`config.mk`:
```
export PLATFORM = sky130hd
export DESIGN_NAME = mips_muldiv_unit
export DESIGN_NICKNAME = d
export VERILOG_FILES = /design/src/rtl/mips_muldiv_pkg.sv /design/src/rtl/mips_muldiv_core.sv /design/src/rtl/mips_muldiv_unit.sv
export SDC_FILE = /design/constraint.sdc
export NUM_CORES = 1
export LEC_CHECK = 0
export BUFFER_PORTS_ARGS = -buffer_cell sky130_fd_sc_hd__buf_2
export CORE_MARGIN = 8
export CORE_UTILIZATION = 42
export CTS_BUF_LIST = sky130_fd_sc_hd__clkbuf_8 sky130_fd_sc_hd__clkbuf_16
export CTS_CLUSTER_DIAMETER = 30
export CTS_CLUSTER_SIZE = 24
export DETAILED_ROUTE_END_ITERATION = 10
export PLACE_DENSITY = 0.65
export SETUP_SLACK_MARGIN = 0.15
export SLEW_MARGIN = 5
export SYNTH_ARGS = -nofsm -noshare
export SYNTH_HDL_FRONTEND = slang
export SYNTH_SLANG_ARGS = --single-unit
```
`constraint.sdc`:
```
create_clock -name clk_i -period 3.6 [get_ports clk_i]
set_input_delay 0.54 -clock clk_i [delete_from_list [all_inputs] [get_ports clk_i]]
set_output_delay 0.54 -clock clk_i [all_outputs]
set_load 0.02 [all_outputs]
```
`src/rtl/mips_muldiv_pkg.sv`:
```
// Shared definitions for the iterative MIPS multiply/divide unit:
// operation encoding, control states and small op-decode helpers.
package mips_muldiv_pkg;

  localparam int unsigned OP_W = 3;

  localparam logic [OP_W-1:0] OP_MULT  = 3'd0;
  localparam logic [OP_W-1:0] OP_MULTU = 3'd1;
  localparam logic [OP_W-1:0] OP_DIV   = 3'd2;
  localparam logic [OP_W-1:0] OP_DIVU  = 3'd3;
  localparam logic [OP_W-1:0] OP_MTHI  = 3'd4;
  localparam logic [OP_W-1:0] OP_MTLO  = 3'd5;

  typedef enum logic [1:0] {
    IDLE = 2'd0,
    CALC = 2'd1,
    FIX  = 2'd2
  } state_t;

  function automatic logic op_is_muldiv(input logic [OP_W-1:0] op);
    return op <= OP_DIVU;
  endfunction

  function automatic logic op_is_div(input logic [OP_W-1:0] op);
    return (op == OP_DIV) || (op == OP_DIVU);
  endfunction

  function automatic logic op_is_signed(input logic [OP_W-1:0] op);
    return (op == OP_MULT) || (op == OP_DIV);
  endfunction

endpackage

```
`src/rtl/mips_muldiv_core.sv`:
```
// Iterative unsigned shift datapath: one bit per step of shift-add multiply
// or restoring shift-subtract divide on operand magnitudes.
module mips_muldiv_core
  import mips_muldiv_pkg::*;
#(
  parameter int unsigned DATA_WIDTH = 32
) (
  input  logic                      clk_i,
  input  logic                      reset_i,
  input  logic                      load_i,
  input  logic                      step_i,
  input  logic                      div_i,
  input  logic [DATA_WIDTH-1:0]     a_mag_i,
  input  logic [DATA_WIDTH-1:0]     b_mag_i,
  output logic [2*DATA_WIDTH-1:0]   prod_o,
  output logic [DATA_WIDTH-1:0]     quo_o,
  output logic [DATA_WIDTH-1:0]     rem_o
);

  localparam int unsigned W = DATA_WIDTH;

  // acc_q holds the product, or the quotient in its low half while dividing
  logic [2*W-1:0] acc_q, acc_d;
  logic [W:0]     rem_q, rem_d;
  logic [W-1:0]   opnd_q;
  logic           div_q;
  logic [W:0]     add_sum;
  logic [W+1:0]   shifted;
  logic [W+1:0]   trial;

  always_comb begin
    add_sum = {1'b0, acc_q[2*W-1:W]} + {1'b0, opnd_q};
    shifted = {rem_q, acc_q[W-1]};
    trial   = shifted - {2'b00, opnd_q};
    acc_d   = acc_q;
    rem_d   = rem_q;
    if (div_q) begin
      if (trial[W+1]) begin
        rem_d          = shifted[W:0];
        acc_d[W-1:0]   = {acc_q[W-2:0], 1'b0};
      end else begin
        rem_d          = trial[W:0];
        acc_d[W-1:0]   = {acc_q[W-2:0], 1'b1};
      end
    end else if (acc_q[0]) begin
      acc_d = {add_sum, acc_q[W-1:1]};
    end else begin
      acc_d = {1'b0, acc_q[2*W-1:1]};
    end
  end

  always_ff @(posedge clk_i) begin
    if (reset_i) begin
      acc_q  <= '0;
      rem_q  <= '0;
      opnd_q <= '0;
      div_q  <= 1'b0;
    end else if (load_i) begin
      div_q <= div_i;
      rem_q <= '0;
      if (div_i) begin
        acc_q  <= {W'(0), a_mag_i};
        opnd_q <= b_mag_i;
      end else begin
        acc_q  <= {W'(0), b_mag_i};
        opnd_q <= a_mag_i;
      end
    end else if (step_i) begin
      acc_q <= acc_d;
      rem_q <= rem_d;
    end
  end

  assign prod_o = acc_q;
  assign quo_o  = acc_q[W-1:0];
  assign rem_o  = rem_q[W-1:0];

endmodule

```
`src/rtl/mips_muldiv_unit.sv`:
```
// MIPS multiply/divide unit: control FSM, iteration counter, sign tracking,
// architectural HI/LO registers and pipeline handshake around the shift core.
module mips_muldiv_unit
  import mips_muldiv_pkg::*;
#(
  parameter int unsigned DATA_WIDTH = 32
) (
  input  logic                  clk_i,
  input  logic                  reset_i,
  input  logic                  start_i,
  input  logic [2:0]            op_i,
  input  logic [DATA_WIDTH-1:0] a_i,
  input  logic [DATA_WIDTH-1:0] b_i,
  input  logic                  flush_i,
  output logic                  busy_o,
  output logic                  done_o,
  output logic [DATA_WIDTH-1:0] hi_o,
  output logic [DATA_WIDTH-1:0] lo_o,
  output logic                  div_by_zero_o
);

  localparam int unsigned W     = DATA_WIDTH;
  localparam int unsigned CNT_W = $clog2(W + 1);

  state_t           state_q;
  logic [CNT_W-1:0] cnt_q;
  logic [W-1:0]     hi_q, lo_q, a_q;
  logic             div_q, prod_neg_q, rem_neg_q, b_zero_q;
  logic             busy_q, done_q, dbz_q;

  logic             accept_c, load_c, step_c, sgn_c, div_op_c;
  logic [W-1:0]     a_mag_c, b_mag_c, quo_c, rem_c;
  logic [W-1:0]     hi_d, lo_d;
  logic [2*W-1:0]   prod_c, prod_fix_c;

  // Request decode; flush always suppresses acceptance
  always_comb begin
    accept_c = (state_q == IDLE) && start_i && !flush_i;
    load_c   = accept_c && op_is_muldiv(op_i);
    step_c   = (state_q == CALC) && !flush_i;
    sgn_c    = op_is_signed(op_i);
    div_op_c = op_is_div(op_i);
    a_mag_c  = (sgn_c && a_i[W-1]) ? -a_i : a_i;
    b_mag_c  = (sgn_c && b_i[W-1]) ? -b_i : b_i;
  end

  mips_muldiv_core #(
    .DATA_WIDTH(W)
  ) u_core (
    .clk_i   (clk_i),
    .reset_i (reset_i),
    .load_i  (load_c),
    .step_i  (step_c),
    .div_i   (div_op_c),
    .a_mag_i (a_mag_c),
    .b_mag_i (b_mag_c),
    .prod_o  (prod_c),
    .quo_o   (quo_c),
    .rem_o   (rem_c)
  );

  // Sign-corrected result; a zero divisor bypasses the fix entirely
  always_comb begin
    prod_fix_c = prod_neg_q ? -prod_c : prod_c;
    hi_d       = prod_fix_c[2*W-1:W];
    lo_d       = prod_fix_c[W-1:0];
    if (div_q) begin
      if (b_zero_q) begin
        hi_d = a_q;
        lo_d = '1;
      end else begin
        hi_d = rem_neg_q  ? -rem_c : rem_c;
        lo_d = prod_neg_q ? -quo_c : quo_c;
      end
    end
  end

  always_ff @(posedge clk_i) begin
    if (reset_i) begin
      state_q    <= IDLE;
      cnt_q      <= '0;
      hi_q       <= '0;
      lo_q       <= '0;
      a_q        <= '0;
      div_q      <= 1'b0;
      prod_neg_q <= 1'b0;
      rem_neg_q  <= 1'b0;
      b_zero_q   <= 1'b0;
      busy_q     <= 1'b0;
      done_q     <= 1'b0;
      dbz_q      <= 1'b0;
    end else begin
      done_q <= 1'b0;
      if (flush_i) begin
        state_q <= IDLE;
        busy_q  <= 1'b0;
        cnt_q   <= '0;
      end else begin
        unique case (state_q)
          IDLE: begin
            if (load_c) begin
              state_q    <= CALC;
              busy_q     <= 1'b1;
              cnt_q      <= CNT_W'(W);
              a_q        <= a_i;
              div_q      <= div_op_c;
              prod_neg_q <= sgn_c & (a_i[W-1] ^ b_i[W-1]);
              rem_neg_q  <= sgn_c & a_i[W-1];
              b_zero_q   <= (b_i == '0);
              dbz_q      <= 1'b0;
            end else if (accept_c && (op_i == OP_MTHI)) begin
              hi_q  <= a_i;
              dbz_q <= 1'b0;
            end else if (accept_c && (op_i == OP_MTLO)) begin
              lo_q  <= a_i;
              dbz_q <= 1'b0;
            end
          end
          CALC: begin
            cnt_q <= cnt_q - CNT_W'(1);
            if (cnt_q == CNT_W'(1)) begin
              state_q <= FIX;
            end
          end
          FIX: begin
            hi_q    <= hi_d;
            lo_q    <= lo_d;
            done_q  <= 1'b1;
            busy_q  <= 1'b0;
            dbz_q   <= div_q & b_zero_q;
            state_q <= IDLE;
          end
          default: begin
            state_q <= IDLE;
            busy_q  <= 1'b0;
          end
        endcase
      end
    end
  end

  assign busy_o        = busy_q;
  assign done_o        = done_q;
  assign hi_o          = hi_q;
  assign lo_o          = lo_q;
  assign div_by_zero_o = dbz_q;

endmodule

```
==> metrics.txt <==
status=complete, no violations; grt total ovfl=0; fin. max-slew vios=0; Final Hold Vio Count=0; reg2reg end=hi_o[1]; DRC Markers=0; TritonCTS Buffers=69; Static Leakage=8.87 nW; final RePlAce weighted congestion=1.01; Worst Skew=33.4 ps; Worst path most repeated cell=nand2_1; most common cell after layout, fill and taps aside=nand2_1; final setup vio count=0; Die Span Y=between 200 and 250 µm; Clock Sinks=241; initial core utilization=a little over two fifths; all-layer global routing usage=29.4%; Die X=roughly 220 µm; Crit path arrival time=about 3700 ps; number of global-route vias before repair=between 15k and 20k; Syn Nets=approximately 2.5k; # port buffers=137; Reg-to-Reg Start=u_core.prod_o[10]; Final Power=10.9 mW; Clock Latency Late Sink=590 ps; Mapped Area=0.0176 mm²; Mean Syn Cell Area=~7.3 µm²; Worst Tran Pin Value=1240 ps; delay-heaviest family, CP=simple AND/OR/NAND/NOR gates; Routed WL=74500 µm; CP endpoint kind=flip-flop; CP Buf/Inv Count=1; register area share after synthesis=between 20 and 30%; first drt pass iteration count=6; RSZ-0062 raised after global routing=true; initial antenna violation count=3; critical-path cell list=buf_2 > nor4_1 > nand2_1 > nor3_1 > nand2_1 > o21ai_0 > xnor2_1 > o211ai_1 > a21oi_1; placed instance area=0.0192 mm²; Area Growth Syn to Fin=24.0%; TNS Setup=0 ps; num rows=75; WL/cell=about 24 µm; worst vdd ir=0.273 mV; FF-to-FF path depth=11; Clock Tree Root=clkbuf_16; Max clock buf depth=3; most frequent cells in the layout=nand2_1 (314), a21oi_1 (261), nor2_1 (249); EDFF count, synth=0; CP max FO=5; final worst slack=249 ps; ANT nets after route=0; final critical-path required period=3350 ps; Post-synth top flop=dfxtp_1; hold path start=a_i[14]; vias post-DR=19.7k; core area=about 0.042 mm²; Worst path max stage delay=970 ps; reg2reg setup slack=330 ps; Critical-path top delay cell=nor4_1; Endpoint, Worst Hold=a_q[14]; WHS Path Cells=3; Final HPWL DP=56600 µm; synthesized netlist cell count=2398; Rel. slew slack=16.6%; Startpoint Class=primary input; final instance area=0.0218 mm²; CTS tree=yes; first-pass GRT wire length=110000 µm; vias per inst=6.26; PwrDens=500 mW/mm²; yosys warns=0; Critical Path RT=3990 ps; Final period util=93.1%; Nets=between 2k and 3k; worst min path class=primary input to flip-flop; Max Freq=roughly 0.30 GHz; H-tree depth=3; layout cells sized above 1=between 10% and 20%; io pins=around 140; DP Worst Slack=-275 ps; Distinct cells, synth=74; Worst-path clk slew=50 ps; First DRT Iteration DRCs=2604; pin count of the biggest net entering global routing=85; Die ar.=0.0487 mm²; crit path kind=primary input to flip-flop; Synth Register Bits=between 200 and 250; asr flop ratio synth=0%; Max Cap Viol=0; hold buffers post-CTS=0
layer usage:
metal | track usage [%] | vias to the layer above | wire length, µm
met1 | 39.7 | 9299 | 30600
li1 | - | 8973 | -
met5 | 0 | - | 10
met2 | 43.7 | 1237 | 31200
met3 | 6.88 | 188 | 8970
met4 | 14.1 | 2 | 3700
kinds of logic (layout without fill, tap and decap cells):
kind of cell	after synthesis	after routing	synth area share [%]
adders and majority gates	72	72	5.20
and+or+nand+nor	809	809	20.7
other	0	3	0
muxes	66	66	3.80
xor gates and xnor gates	198	198	9.85
DFF	241	241	27.4
AOI/OAI and AO/OA	785	785	28.2
buffers and inverters	227	434	4.92
worst reg2reg max path, delay by kind of cell, from the launching register on:
| kind | cells | cell delay [ps] |
|---|---|---|
| XOR/XNOR | 1 | 160 |
| AND/OR/NAND/NOR | 5 | 1550 |
| AO/OA/AOI/OAI | 4 | 990 |
| flip-flops | 1 | 310 |
| buffers and inverters | 1 | 190 |
Yosys cell counts, types with 7 or more instances:
master / n / area share [%]
clkbuf_1: 137 / 2.9
xor2_1: 94 / 4.7
a22oi_1: 10 / 0.43
o21ai_0: 165 / 4.7
buf_1: 23 / 0.49
or2_2: 8 / 0.28
a211oi_1: 56 / 2.4
and2_1: 8 / 0.28
o211ai_1: 48 / 2.0
o221ai_1: 11 / 0.55
nor2b_1: 18 / 0.64
nand2b_1: 24 / 0.85
or4_1: 12 / 0.51
mux2_2: 7 / 0.45
nand2_1: 314 / 6.7
and3_1: 16 / 0.57
nor4_1: 18 / 0.64
o41ai_1: 17 / 0.85
o21a_1: 9 / 0.38
a311oi_1: 24 / 1.2
ha_1: 70 / 5.0
nor2_1: 252 / 5.4
o21bai_1: 9 / 0.38
o22ai_1: 14 / 0.50
a2111oi_0: 7 / 0.35
nor3_1: 59 / 1.7
a21o_1: 33 / 1.4
a31oi_1: 13 / 0.46
or3_1: 18 / 0.64
nand3_1: 29 / 0.82
o31ai_1: 43 / 1.8
dfxtp_1: 241 / 27
mux2i_1: 59 / 3.4
nand4_1: 10 / 0.36
a21oi_1: 262 / 7.4
a221oi_1: 14 / 0.70
xnor2_1: 104 / 5.2
inv_1: 60 / 1.3
where the power goes:
part	switching, mW	total (mW)	internal (mW)	leakage [nW]
Combinational	0.981	1.52	0.543	5.68
Clock	1.95	6.56	4.61	1.24
Sequential	0.0836	2.83	2.75	1.95
Total	3.02	10.9	7.91	8.87
timing repair:
action                                  4_1_cts  5_1_grt
cloned                                        0        0
pin swaps                                     0        2
gates resized for setup                       2       14
endpoints found under the setup margin        2       52
buffers inserted                              0        3
worst max path at each step:
stage / startpoint / endpoint / depth (start not counted)
floorplan: u_core.rem_q[3] / u_core.rem_q[15] / 12
global placement: a_i[2] / u_core.opnd_q[28] / 10
detailed placement: a_i[2] / u_core.opnd_q[28] / 10
CTS: u_core.opnd_q[1] / u_core.rem_q[3] / 13
global route: u_core.prod_o[10] / hi_o[1] / 11
finish: a_i[9] / u_core.opnd_q[28] / 9
sequential cells by signal, indices dropped and copies added, names as in the netlist, 2 cells and up:
name / flops
hi_o: 32
lo_o: 32
a_q: 32
state_q: 2
cnt_q: 6
u_core.rem_q: 33
u_core.opnd_q: 32
u_core.prod_o: 64
final cells by class:
class | count | area, µm²
well taps | 539 | 674
clock inverters | 41 | 563
clock buffers | 83 | 1940
repair buffers | 250 | 1560
fillers | 4000 | 19800
flip-flops and latches | 241 | 4830
inverters | 60 | 225
multi-input cells | 1930 | 12000
diodes | 3 | 7.51
metrics by stage:
step,hold slack [ps],instances,utilization (%)
2_1_floorplan,431,2398,-
3_3_place_gp,429,3017,46.1
3_5_place_dp,435,3017,46.1
4_1_cts,268,3141,52.1
5_1_grt,274,3146,52.4
6_report,278,3147,52.4
Power figures use the tool's default switching activity.
